===== src/rtl/farm_pkg.sv =====
// Shared types, channel indices, threshold defaults and hysteresis helpers
// for the farm scan scheduler.
package farm_pkg;

   typedef enum logic [1:0] {
      IDLE   = 2'd0,
      REQ    = 2'd1,
      GAP    = 2'd2,
      DECIDE = 2'd3
   } state_e;

   localparam logic [1:0] CH_MOIST = 2'd0;
   localparam logic [1:0] CH_TEMP  = 2'd1;
   localparam logic [1:0] CH_LIGHT = 2'd2;
   localparam logic [1:0] CH_HUMID = 2'd3;

   localparam logic [7:0] THR0_DEF = 8'd100;
   localparam logic [7:0] THR1_DEF = 8'd180;
   localparam logic [7:0] THR2_DEF = 8'd60;
   localparam logic [7:0] THR3_DEF = 8'd128;

   // Actuator that turns on when the reading drops below the threshold.
   function automatic logic hyst_below(input logic prev, input logic [7:0] val,
                                       input logic [7:0] thr, input logic [8:0] band);
      logic [8:0] hi;
      hi = {1'b0, thr} + band;
      if (hi > 9'd255) hi = 9'd255;
      if (val < thr) return 1'b1;
      if ({1'b0, val} >= hi) return 1'b0;
      return prev;
   endfunction

   // Actuator that turns on when the reading rises above the threshold.
   function automatic logic hyst_above(input logic prev, input logic [7:0] val,
                                       input logic [7:0] thr, input logic [8:0] band);
      logic [8:0] lo;
      if ({1'b0, thr} < band) lo = 9'd0;
      else                    lo = {1'b0, thr} - band;
      if (val > thr) return 1'b1;
      if ({1'b0, val} <= lo) return 1'b0;
      return prev;
   endfunction

endpackage


===== src/rtl/farm_scan_scheduler_if.sv =====
// Request/acknowledge link between the scheduler and the shared sampler.
interface farm_scan_scheduler_if;
   logic       smp_req;
   logic [1:0] smp_ch;
   logic       smp_ack;
   logic [7:0] smp_data;

   modport master (output smp_req, output smp_ch, input smp_ack, input smp_data);
   modport slave  (input smp_req, input smp_ch, output smp_ack, output smp_data);
endinterface


===== src/rtl/farm_tick_gen.sv =====
// Scan-period divider: one-cycle tick every TICK_DIV cycles while enabled.
module farm_tick_gen #(
   parameter int unsigned TICK_DIV = 1000
) (
   input  logic clk,
   input  logic rst_n,
   input  logic ena,
   output logic tick
);

   localparam int unsigned CW = (TICK_DIV > 1) ? $clog2(TICK_DIV) : 1;
   localparam logic [CW-1:0] CNT_LAST = CW'(TICK_DIV - 1);

   logic [CW-1:0] cnt_q, cnt_d;
   logic          tick_q, tick_d;

   // Counter free-runs while enabled and parks at zero otherwise.
   always_comb begin
      cnt_d  = '0;
      tick_d = 1'b0;
      if (ena) begin
         tick_d = (cnt_q == CNT_LAST);
         cnt_d  = (cnt_q == CNT_LAST) ? '0 : cnt_q + CW'(1);
      end
   end

   // Counter and tick registers.
   always_ff @(posedge clk or negedge rst_n) begin
      if (!rst_n) begin
         cnt_q  <= '0;
         tick_q <= 1'b0;
      end else begin
         cnt_q  <= cnt_d;
         tick_q <= tick_d;
      end
   end

   assign tick = tick_q;

endmodule


===== src/rtl/farm_scan_scheduler.sv =====
// Periodic four-channel sensor scan with per-channel timeout and
// hysteresis-controlled pump, fan and lamp enables.
module farm_scan_scheduler
   import farm_pkg::*;
#(
   parameter int unsigned TICK_DIV = 1000,
   parameter int unsigned TIMEOUT  = 64,
   parameter int unsigned HYST     = 4
) (
   input  logic                          clk,
   input  logic                          rst_n,
   input  logic                          ena,
   input  logic                          start,
   farm_scan_scheduler_if.master         smp,
   input  logic                          thr_wr,
   input  logic [1:0]                    thr_sel,
   input  logic [7:0]                    thr_data,
   output logic                          pump_on,
   output logic                          fan_on,
   output logic                          lamp_on,
   output logic                          busy,
   output logic                          scan_done,
   output logic [3:0]                    fault
);

   localparam int unsigned WW = $clog2(TIMEOUT + 1);
   localparam logic [WW-1:0] WAIT_LAST = WW'(TIMEOUT - 1);
   localparam logic [8:0]    BAND      = 9'(HYST);

   state_e        state_q, state_d;
   logic [1:0]    ch_q, ch_d;
   logic [WW-1:0] wait_q, wait_d;
   logic [7:0]    sample_q [4];
   logic [7:0]    sample_d [4];
   logic [7:0]    thr_q [4];
   logic [7:0]    thr_d [4];
   logic [3:0]    fault_q, fault_d;
   logic          pump_q, pump_d, fan_q, fan_d, lamp_q, lamp_d;
   logic          done_q, done_d, req_q, req_d, busy_q, busy_d;
   logic          tick;

   farm_tick_gen #(.TICK_DIV(TICK_DIV)) u_tick (
      .clk   (clk),
      .rst_n (rst_n),
      .ena   (ena),
      .tick  (tick)
   );

   // Next-state, register-file and actuator decision logic.
   always_comb begin
      state_d  = state_q;
      ch_d     = ch_q;
      wait_d   = wait_q;
      sample_d = sample_q;
      thr_d    = thr_q;
      fault_d  = fault_q;
      pump_d   = pump_q;
      fan_d    = fan_q;
      lamp_d   = lamp_q;
      done_d   = 1'b0;

      if (thr_wr) thr_d[thr_sel] = thr_data;

      if (!ena && (state_q != IDLE)) begin
         state_d = IDLE;
      end else begin
         case (state_q)
            IDLE: begin
               if (ena && (start || tick)) begin
                  state_d = REQ;
                  ch_d    = CH_MOIST;
                  wait_d  = '0;
               end
            end
            REQ: begin
               if (smp.smp_ack) begin
                  sample_d[ch_q] = smp.smp_data;
                  fault_d[ch_q]  = 1'b0;
                  state_d        = GAP;
               end else if (wait_q == WAIT_LAST) begin
                  fault_d[ch_q] = 1'b1;
                  state_d       = GAP;
               end else begin
                  wait_d = wait_q + WW'(1);
               end
            end
            GAP: begin
               if (ch_q == CH_HUMID) begin
                  state_d = DECIDE;
               end else begin
                  state_d = REQ;
                  ch_d    = ch_q + 2'd1;
                  wait_d  = '0;
               end
            end
            DECIDE: begin
               state_d = IDLE;
               done_d  = 1'b1;
               pump_d  = !fault_q[CH_MOIST] &&
                         hyst_below(pump_q, sample_q[CH_MOIST], thr_q[CH_MOIST], BAND);
               fan_d   = !fault_q[CH_TEMP] &&
                         hyst_above(fan_q, sample_q[CH_TEMP], thr_q[CH_TEMP], BAND);
               lamp_d  = !fault_q[CH_LIGHT] &&
                         hyst_below(lamp_q, sample_q[CH_LIGHT], thr_q[CH_LIGHT], BAND);
            end
            default: state_d = IDLE;
         endcase
      end

      req_d  = (state_d == REQ);
      busy_d = (state_d != IDLE);
   end

   // State and output registers.
   always_ff @(posedge clk or negedge rst_n) begin
      if (!rst_n) begin
         state_q <= IDLE;
         ch_q    <= '0;
         wait_q  <= '0;
         for (int i = 0; i < 4; i++) sample_q[i] <= '0;
         thr_q[0] <= THR0_DEF;
         thr_q[1] <= THR1_DEF;
         thr_q[2] <= THR2_DEF;
         thr_q[3] <= THR3_DEF;
         fault_q <= '0;
         pump_q  <= 1'b0;
         fan_q   <= 1'b0;
         lamp_q  <= 1'b0;
         done_q  <= 1'b0;
         req_q   <= 1'b0;
         busy_q  <= 1'b0;
      end else begin
         state_q  <= state_d;
         ch_q     <= ch_d;
         wait_q   <= wait_d;
         sample_q <= sample_d;
         thr_q    <= thr_d;
         fault_q  <= fault_d;
         pump_q   <= pump_d;
         fan_q    <= fan_d;
         lamp_q   <= lamp_d;
         done_q   <= done_d;
         req_q    <= req_d;
         busy_q   <= busy_d;
      end
   end

   assign smp.smp_req = req_q;
   assign smp.smp_ch  = ch_q;
   assign pump_on     = pump_q;
   assign fan_on      = fan_q;
   assign lamp_on     = lamp_q;
   assign busy        = busy_q;
   assign scan_done   = done_q;
   assign fault       = fault_q;

endmodule


===== src/flat_wrapper.sv =====
// flat-port wrapper written by rule: the top's interface ports become plain ports
module farm_scan_scheduler_flat import farm_pkg::*;
#(
   parameter int unsigned TICK_DIV = 1000,
   parameter int unsigned TIMEOUT  = 64,
   parameter int unsigned HYST     = 4
)
  (clk, rst_n, ena, start, thr_wr, thr_sel, thr_data, pump_on, fan_on, lamp_on, busy, scan_done, fault, smp_smp_req, smp_smp_ch, smp_smp_ack, smp_smp_data);
  farm_scan_scheduler_if smp_i ();
  input  logic clk;
  input  logic rst_n;
  input  logic ena;
  input  logic start;
  input  logic thr_wr;
  input  logic [1:0] thr_sel;
  input  logic [7:0] thr_data;
  output logic pump_on;
  output logic fan_on;
  output logic lamp_on;
  output logic busy;
  output logic scan_done;
  output logic [3:0] fault;
  output wire logic [$bits(smp_i.smp_req)-1:0] smp_smp_req;
  output wire logic [$bits(smp_i.smp_ch)-1:0] smp_smp_ch;
  input wire logic [$bits(smp_i.smp_ack)-1:0] smp_smp_ack;
  input wire logic [$bits(smp_i.smp_data)-1:0] smp_smp_data;
  assign smp_smp_req = smp_i.smp_req;
  assign smp_smp_ch = smp_i.smp_ch;
  assign smp_i.smp_ack = smp_smp_ack;
  assign smp_i.smp_data = smp_smp_data;
  farm_scan_scheduler #(.TICK_DIV(TICK_DIV), .TIMEOUT(TIMEOUT), .HYST(HYST)) u_core (.clk(clk), .rst_n(rst_n), .ena(ena), .start(start), .smp(smp_i), .thr_wr(thr_wr), .thr_sel(thr_sel), .thr_data(thr_data), .pump_on(pump_on), .fan_on(fan_on), .lamp_on(lamp_on), .busy(busy), .scan_done(scan_done), .fault(fault));
endmodule

===== config.mk =====
export PLATFORM = sky130hd
export DESIGN_NAME = farm_scan_scheduler_flat
export DESIGN_NICKNAME = d
export VERILOG_FILES = /design/src/rtl/farm_pkg.sv /design/src/rtl/farm_scan_scheduler_if.sv /design/src/rtl/farm_tick_gen.sv /design/src/rtl/farm_scan_scheduler.sv /design/src/flat_wrapper.sv
export SDC_FILE = /design/constraint.sdc
export NUM_CORES = 1
export LEC_CHECK = 0
export CAP_MARGIN = 25
export CORE_ASPECT_RATIO = 0.5
export CORE_MARGIN = 8
export CORE_UTILIZATION = 53
export DETAILED_ROUTE_END_ITERATION = 7
export GPL_TIMING_DRIVEN = 0
export PLACE_DENSITY = 0.76
export REMOVE_ABC_BUFFERS = 1
export SYNTH_ARGS = -nofsm -noshare
export SYNTH_HDL_FRONTEND = slang
export SYNTH_SLANG_ARGS = --single-unit

===== constraint.sdc =====
create_clock -name clk -period 2.72 [get_ports clk]
set_input_delay 0.544 -clock clk [delete_from_list [all_inputs] [get_ports clk]]
set_output_delay 0.544 -clock clk [all_outputs]
set_load 0.005 [all_outputs]

=== After elaboration in Yosys (flattened, before gate mapping) ===
Cells that the tools add are included.
Widths: inputs -> output; s select.

* Bits in registers: 96
* Input port bits: 24

* $add $sub $neg: 6
* $lt $le $gt $ge: 15
* Eq/ne operators: 11
* Mux-type cells: 77
* Bitwise operators: 6
* Reductions and logical operators: 24

{| class="wikitable"
|+ Operators by type and width
! kind !! number
|-
| $mux 9 || 9
|-
| $bwmux 32 || 2
|-
| $mux 1 || 43
|-
| $demux 8 s2 || 2
|-
| $mux 7 || 4
|-
| $pmux 7 s3 || 1
|-
| $mux 10 || 2
|-
| $add 8x3->9 const B || 2
|-
| $ge 8x9->1 || 2
|-
| $gt 9x8->1 const B || 2
|-
| $lt 8x8->1 || 2
|-
| $mux 8 || 2
|-
| $mux 2 || 7
|-
| $add 10x1->10 const B || 1
|-
| $eq 10x10->1 const B || 1
|-
| $le 8x9->1 || 1
|-
| $sub 8x3->9 const B || 1
|-
| $gt 8x8->1 || 1
|-
| $logic_and 1x1->1 || 8
|-
| $lt 8x3->1 const B || 1
|-
| $mux 4 || 2
|-
| $pmux 2 s4 || 1
|-
| $reduce_bool 2->1 || 4
|-
| $add 7x1->7 const B || 1
|-
| 25 further kinds || 37
|}

=== Depth between registers and ports, before layout ===
* Depth after elaboration: 15
* Gate-level depth with buffers: 12
* Mapped depth without buffers: 12

=== Modules after synthesis ===
From an unflattened synthesis, not the netlist that was laid out.

* Cells, all modules: 450
* Area, all modules: 4,959.8 um^2

{| class="wikitable"
|+ By module, submodules not included
! module !! instances !! cells each !! area an instance (um^2) !! seq. area each (um^2)
|-
| farm_scan_scheduler || 1 || 396 || 4,435.5 || 1,740.4
|-
| farm_tick_gen || 1 || 54 || 524.3 || 275.3
|}

=== Worst setup path before layout ===
Ideal clock, no wire load.

* Path kind: reg2reg
* Start: register u_core.thr_q[26] (netlist bit)
* End: register u_core.pump_q (netlist: u_core.pump_on)
* Library setup time: 0.090 ns
* Data arrival time: 2.510 ns
* Slack: 0.120 ns
* Cell stages (with the launch flop): 13
* Path buffers: 0
* Clock period less this slack: 2.600 ns
* Cell sequence: dfstp_2 -> inv_1 -> ha_1 -> nor4_1 -> maj3_1 -> nand4_1 -> nand2b_1 -> ha_1 -> nand2b_1 -> a21o_1 -> a211oi_1 -> o221ai_1 -> o2111ai_1

* Longest elaborated chain between the ends: 15

{| class="wikitable"
|+ RTL lines
! element !! line !! source
|-
| start, declared || farm_scan_scheduler.sv:35 || <nowiki>logic [7:0] thr_q [4];</nowiki>
|-
| start signal, assigned || farm_scan_scheduler.sv:137 || <nowiki>thr_q <= thr_d;</nowiki>
|-
| $add 8x3->9 || farm_pkg.sv:26 || <nowiki>hi = {1'b0, thr} + band;</nowiki>
|-
| $gt 9x8->1 || farm_pkg.sv:27 || <nowiki>if (hi > 9'd255) hi = 9'd255;</nowiki>
|-
| $mux 9 || farm_pkg.sv:27 ||
|-
| $mux 9 || farm_scan_scheduler.sv:67 || <nowiki>case (state_q)</nowiki>
|-
| $mux 9 || farm_scan_scheduler.sv:64 || <nowiki>if (!ena && (state_q != IDLE)) begin</nowiki>
|-
| $ge 8x9->1 || farm_pkg.sv:29 || <nowiki>if ({1'b0, val} >= hi) return 1'b0;</nowiki>
|-
| $mux 1 (2 in series) || farm_pkg.sv:29 ||
|-
| $mux 1 || farm_scan_scheduler.sv:67 ||
|-
| $mux 1 || farm_scan_scheduler.sv:64 ||
|-
| $mux 1 || farm_pkg.sv:30 || <nowiki>return prev;</nowiki>
|-
| $mux 1 * || farm_pkg.sv:29 ||
|-
| $mux 1 * || farm_scan_scheduler.sv:67 ||
|-
| $mux 1 * || farm_scan_scheduler.sv:64 ||
|-
| $logic_and 1x1->1 * || farm_scan_scheduler.sv:99 || <nowiki>pump_d = !fault_q[CH_MOIST] &&</nowiki>
|-
| end signal, assigned || farm_scan_scheduler.sv:139 || <nowiki>pump_q <= pump_d;</nowiki>
|-
| end, declared || farm_scan_scheduler.sv:38 || <nowiki>logic pump_q, pump_d, fan_q, fan_d, lamp_q, lamp_d;</nowiki>
|}

Every way passes the cells marked *; elsewhere a longest branch is shown, timed or not. The select of a mux whose other input is x is not followed.
A chain may end at the register's enable or synchronous reset.

=== Final worst setup path ===
Ends and elaborated chain as after synthesis.

==> results_dict.tcl <==
set metrics [dict create \
    drt-total-wl_um 10600 \
    drive_above_1_share_pct 18.2 \
    grt_overflow 0 \
    ios 36 \
    vias 3468 \
    synth_area_leaders "dfrtp_1 (36%), ha_1 (15%), mux2_2 (9.7%)" \
    fmax_ghz 0.371 \
    synth_fa_ha_area_share_pct 15.3 \
    async_flop_share_pct 100 \
    place_hpwl_um 7760 \
    drc 0 \
    p_switching_mw 1.17 \
    cts_tree "done" \
    arrival_ns 2.94 \
    grt_max_degree 60 \
    wl_per_cell_um 17.4 \
    placementRows 24 \
    netlist.area_leader.share_pct 36.5 \
    p_leak_nw 2.63 \
    insertion_delay_ns 0.34 \
    synth-seq-area-share_pct 42.6 \
    reg2regPathDepth 12 \
    synth_compound_area_share_pct 11.8 \
    cp-start-kind "flip-flop" \
    fin_worst_skew_ns 0.00692 \
    whs_ns 0.0955 \
    core_region_area_mm2 0.00871 \
    synth.distinct_cells 50 \
    portBuffers 35 \
    cts_made_buffers 9 \
    synth_top_family_by_area "adder cells" \
    yosysTopAreaCell "dfrtp_1" \
    swShare_pct 29.3 \
    area_growth_pct 18.9 \
    maxCapViolCount 0 \
    outcome "finished, final reports clean" \
    synth_xor_area_share_pct 2.77 \
    rsz0062_at_grt "true" \
    synth_enable_flop_cells 0 \
    slew_headroom_pct 36.4 \
    root_buffer "clkbuf_16" \
    layout.nets 566 \
    antenna_found_initial 0 \
    die_w_um 150 \
    p_comb_share_pct 27.4 \
    h-tree-depth 3 \
    crit_type "flip-flop to flip-flop" \
    numClockSinks 80 \
    cts_hold_buf 0 \
    finalWorstPathRequiredPeriod_ns 2.70 \
    p_seq_share_pct 38.8 \
    start_util_pct 54.4 \
    chipHeight_um 82.9 \
    cts_max_path_buffers 2 \
    dieArea_mm2 0.0124 \
    track_usage_pct 17.9 \
    stdcell_area_mm2 0.00563 \
    place_area_mm2 0.00523 \
    slew_violations 0 \
    end_kind "flip-flop" \
    p_int_mw 2.83 \
    p_per_area_mw_per_mm2 710 \
    gp_congestion 0.840 \
    finalSetupViolations 0 \
    p_clk_share_pct 33.8 \
    path_clk_slew_ns 0.06 \
    synth_top_flop_cell "dfrtp_1" \
    ys_warn_count 0 \
    avgViaCountPerCell 5.71 \
    finalHoldViolations 0 \
    grt_pass1_vias 3627 \
    grt_pass1_wl_um 17700 \
    r2r-end "u_core.pump_on$_DFFE_PN0P_" \
    diodes 0 \
    drt_first_iter_violations 218 \
    r2r-start "u_core.thr_q[26]$_DFFE_PN1P_" \
    muxShareOfSynthArea_pct 9.96 \
    antenna_left 0 \
    syn_inst 441 \
    cp_max_fo 3 \
    rrSetupSlack_ns 0.02 \
    tightest_slew_ns 0.945 \
    vdd_drop_max_mv 0.417 \
    syn_avg_cell_area_um2 10.7 \
    synth-seq-cells 80 \
    syn_area_mm2 0.00474 \
    hp-class "input port to asynchronous set/reset pin" \
    min_period_over_period_pct 99.1 \
    yosys.area_share.simple_pct 14.1 \
    drt-pass1-iter-count 5 \
    cp_data_required_time_ns 2.97 \
]
[flip-flops by register name (all words and copies together), names as in the netlist, named ones only]
signal,cells
u_core.busy,1
u_core.fan_on,1
u_core.lamp_on,1
u_core.pump_on,1
u_core.sample_q,24
u_core.scan_done,1
u_core.smp.smp_ch,2
u_core.smp.smp_req,1
u_core.state_q,2
u_core.thr_q,24
u_core.u_tick.cnt_q,10
u_core.u_tick.tick,1
u_core.wait_q,7
[critical path: stages, from the launching register on]
cell and delay, ns:
dfstp_2 0.55, inv_2 0.05, ha_4 0.22, nor4_4 0.22, maj3_2 0.23, nand4_1 0.14
nand2b_1 0.13, ha_1 0.24, nand2b_4 0.14, a21o_1 0.16, a211oi_2 0.27, o221ai_1 0.14
o2111ai_1 0.11
[power groups by stage]
stage               Sequential (mW)  Clock, mW  Combinational (mW)
global placement               1.56          0               0.967
floorplan                      1.52          0               0.748
finish                         1.55       1.35                1.10
CTS                            1.55       1.37                1.07
detailed placement             1.57          0                1.01
global route                   1.57       1.44                1.24
[cell usage after synthesis (3+ instances only)]
cell type / n
nand4_1: 10
nor4_1: 4
nor2_1: 21
mux2_2: 41
xor2_1: 7
a21o_1: 10
nand3_1: 14
a21oi_1: 22
nor3_1: 5
nand2_1: 27
inv_1: 35
o211ai_1: 3
or3_1: 6
o2111ai_1: 4
o221ai_1: 3
nand2b_1: 8
o21ai_0: 20
xnor2_1: 8
dfstp_2: 11
and2_1: 6
dfrtp_1: 69
nor2b_1: 3
and3_1: 7
ha_1: 57
a211oi_1: 6
[how the worst max path moves through the flow]
stage	from	end	slack, ns	cells after the start
2_1_floorplan	u_core.thr_q[26]$_DFFE_PN1P_	u_core.pump_on$_DFFE_PN0P_	0.12	12
3_3_place_gp	rst_n	u_core.thr_q[22]$_DFFE_PN0P_	-1.67	1
3_5_place_dp	u_core.thr_q[26]$_DFFE_PN1P_	u_core.pump_on$_DFFE_PN0P_	-0.27	12
4_1_cts	u_core.thr_q[26]$_DFFE_PN1P_	u_core.pump_on$_DFFE_PN0P_	0.02	12
5_1_grt	u_core.thr_q[26]$_DFFE_PN1P_	u_core.pump_on$_DFFE_PN0P_	-0.06	12
6_report	u_core.thr_q[26]$_DFFE_PN1P_	u_core.pump_on$_DFFE_PN0P_	0.02	12
[layout make-up]
class / instances / area (um2)
clock inverter: 2 / 60.1
timing repair buffer: 39 / 398
sequential: 80 / 2020
multi-input combinational: 320 / 2610
tap: 117 / 146
fill: 677 / 3080
clock buffer: 14 / 274
inverter: 35 / 131
[timing repair]
action | CTS | global route
hold endpoints to repair | 0 | 0
pin swaps | 6 | 6
gates resized for setup | 4 | 5
cloned | 0 | 0
buffers inserted | 2 | 1
setup endpoints to repair | 1 | 2
[metal layers]
metal	track usage [%]	wire, um
met4	8.83	335
met5	0	0
met2	28.1	4750
met1	22.2	5030
met3	4.76	433
[metrics by stage]
stage | TNS, ns | cells | power (mW) | util (%) | setup slack, ns
floorplan | 0 | 435 | 2.26 | - | 0.120
global placement | -123.71 | 587 | 2.53 | 59.7 | -1.67
detailed placement | -0.350 | 588 | 2.58 | 60.0 | -0.266
CTS | 0 | 606 | 3.98 | 64.3 | 0.0155
global route | -0.0581 | 607 | 4.25 | 64.7 | -0.0581
finish | 0 | 607 | 4.00 | 64.7 | 0.0240
[logic make-up after synthesis]
family          Yosys count
simple gates            124
compound gates           81
flops                    80
fa+ha+maj                58
mux                      42
buf+inv                  41
xor+xnor                 15
[layout by cell type (no fill, tap or decap), types with 4 or more instances in the layout]
cell type,synthesis,layout
ha_1,57,56
a21oi_1,22,22
xor2_1,7,7
nand2b_1,8,7
inv_1,35,34
nor3_1,5,5
o2111ai_1,4,4
a211oi_1,6,4
dfrtp_1,69,69
and2_1,6,6
xnor2_1,8,8
clkbuf_16,0,9
buf_4,1,4
o21ai_0,20,20
dfstp_2,11,11
and3_1,7,6
nand2_1,27,27
clkdlybuf4s50_1,0,34
nand4_1,10,10
nand3_1,14,14
nor2_1,21,21
mux2_2,41,41
or3_1,6,6
a21o_1,10,10
Power figures use the tool's default switching activity.
==> RTL edit: new RTL, same settings <==
Make the reset (`rst_n`) synchronous in 2 clocked blocks.
--- a/src/rtl/farm_tick_gen.sv
+++ b/src/rtl/farm_tick_gen.sv
@@ -26,5 +26,5 @@
 
    // Counter and tick registers.
-   always_ff @(posedge clk or negedge rst_n) begin
+   always_ff @(posedge clk) begin
       if (!rst_n) begin
          cnt_q  <= '0;
--- a/src/rtl/farm_scan_scheduler.sv
+++ b/src/rtl/farm_scan_scheduler.sv
@@ -113,5 +113,5 @@
 
    // State and output registers.
-   always_ff @(posedge clk or negedge rst_n) begin
+   always_ff @(posedge clk) begin
       if (!rst_n) begin
          state_q <= IDLE;
Formal check against the unedited RTL: differs if rst_n is asserted again (counterexample within 4 cycles, from zero or initial values and one cycle with rst_n low); with rst_n held inactive, the same outputs for 10 cycles.
==> RTL edit against the unedited design <==
Synthesized cell count up 27%. Wire length up 3.6%. Cell count up 17%. Fmax up 3.2%. Critical path depth down 7. Worst setup slack better by 84 ps. Design area down 6.6%. Area after synthesis down 4.1%. Sequential cell count unchanged. Critical endpoint is now u_core.lamp_on$_SDFFE_PN0P_.
Power is not compared: it rests on default switching activity, and its combinational part moved more than twofold at a synthesized area within 25%.
==> RTL edit: results (changes against the unedited design) <==
[routing]
met1_length_um = 5150  ; +2.4%
dr_wl_met2_um = 5150  ; +8.2%
drt_first_iter_violations = 302  ; +39%
wl_met3_um = 440  ; +1.6%
drtPass1Iterations = 4  ; -1
via_per_inst = 5.53  ; -3.2%
num_vias = 3934  ; +13%
top_layer = met4

[cells_and_area]
drive_gt1_frac = 0.0505  ; -0.131
nNetsFinal = 670  ; +18%
fillCellCount = 744  ; +9.9%

[logic_synthesis]
ys_types = 57  ; +14%
synth_area_leaders = dfxtp_1 35%, ha_1 16%, a21oi_1 7.3%, nand2_1 6.6%, nand3_1 4.7%
synthTopCellsByCount = 80 x dfxtp_1, 80 x nand2_1, 66 x a21oi_1
ys_dominant_reg_cell = dfxtp_1
synth-async-reset-ratio = 0  ; -1.00
seq_area_frac_synth = 0.352  ; -0.0731

[setup_path]
arrival_ps = 2890  ; -50 ps
worstPathMaxFanout = 29  ; +26

[placed_design]
gp_congestion = 0.832  ; -0.86%
dp_hpwl_um = 8120  ; +4.6%
dp.cells = 695  ; +18%

[cts]
post_cts_buffers = 0  ; -2
clk_pin_slew_ps = 60  ; about the same

[sta]
fin_skew_ps = 6.66  ; -0.263 ps
worst_slew_pin_slew_ps = 960  ; +14.9 ps

[global_route]
grt_max_degree = 30  ; -50%
grt_pass1_wl_um = 18100  ; +2.4%
grt_use_total = 0.188  ; +0.00903
grt_pass1_vias = 3841  ; +5.9%

[hold_path]
hold_class = reg -> reg

[run_status]
status = complete, no violations

-- RTL edit: final cells by class --
class | count | area share
multi-input combinational | 429 | 0.522
sequential | 80 | 0.304
timing repair buffer | 36 | 0.0716
clock buffer | 13 | 0.0476
tap | 117 | 0.0278
inverter | 33 | 0.0238
clock inverter | 3 | 0.00333
-- RTL edit: critical path, stage by stage --
cell and delay (ps):
dlygate4sd2_1 820, clkinv_2 500, buf_16 310, a31oi_1 440, a221o_1 260
-- RTL edit: kinds of logic (layout without fill, tap and decap cells) --
logic type      count (synthesis)  after routing  share of synthesized area
simple gates                  232            232                      0.246
compound gates                116            116                      0.152
flops                          80             80                      0.352
fa+ha+maj                      57             57                      0.157
buf+inv                        49             85                     0.0449
xor+xnor                       19             19                     0.0366
mux                             5              5                     0.0110
-- RTL edit: path summary, 6_finish.rpt --
check / from / endpoint / slack [ps] / cells past startpoint
min reg2reg: u_core.wait_q[6]$_SDFFE_PN0P_ / u_core.wait_q[6]$_SDFFE_PN0P_ / 430 / 2
min: u_core.wait_q[6]$_SDFFE_PN0P_ / u_core.wait_q[6]$_SDFFE_PN0P_ / 430 / 2
max: rst_n / u_core.lamp_on$_SDFFE_PN0P_ / 110 / 5
max reg2reg: u_core.thr_q[10]$_SDFFE_PN1P_ / u_core.lamp_on$_SDFFE_PN0P_ / 200 / 11
-- RTL edit: routing by layer --
layer / vias to the layer above / global-route usage
li1: 2024 / -
met1: 1832 / 0.228
met2: 64 / 0.333
met3: 14 / 0.0357
met4: 0 / 0.0716
met5: - / 0
-- RTL edit: what timing repair did --
action                                  in CTS  in global routing
endpoints found under the setup margin       3                  0
resized for setup                            3                  0
endpoints found under the hold margin        0                  0
-- RTL edit: where the power goes --
group / switching (mW) / internal [mW] / total [mW]
clock: 0.473 / 0.641 / 1.11
sequential: 0.0227 / 1.19 / 1.22
combinational: 0.131 / 0.102 / 0.233
-- RTL edit: through the flow --
| step | TNS, ps | instance area (um^2) | setup WS (ps) |
|---|---|---|---|
| 2_1_floorplan | 0 | 4460 | 378 |
| 3_3_place_gp | -27790 | 4960 | -1320 |
| 3_5_place_dp | -8250 | 4990 | -771 |
| 4_1_cts | 0 | 5260 | 167 |
| 5_1_grt | 0 | 5260 | 45.6 |
| 6_report | 0 | 5260 | 108 |
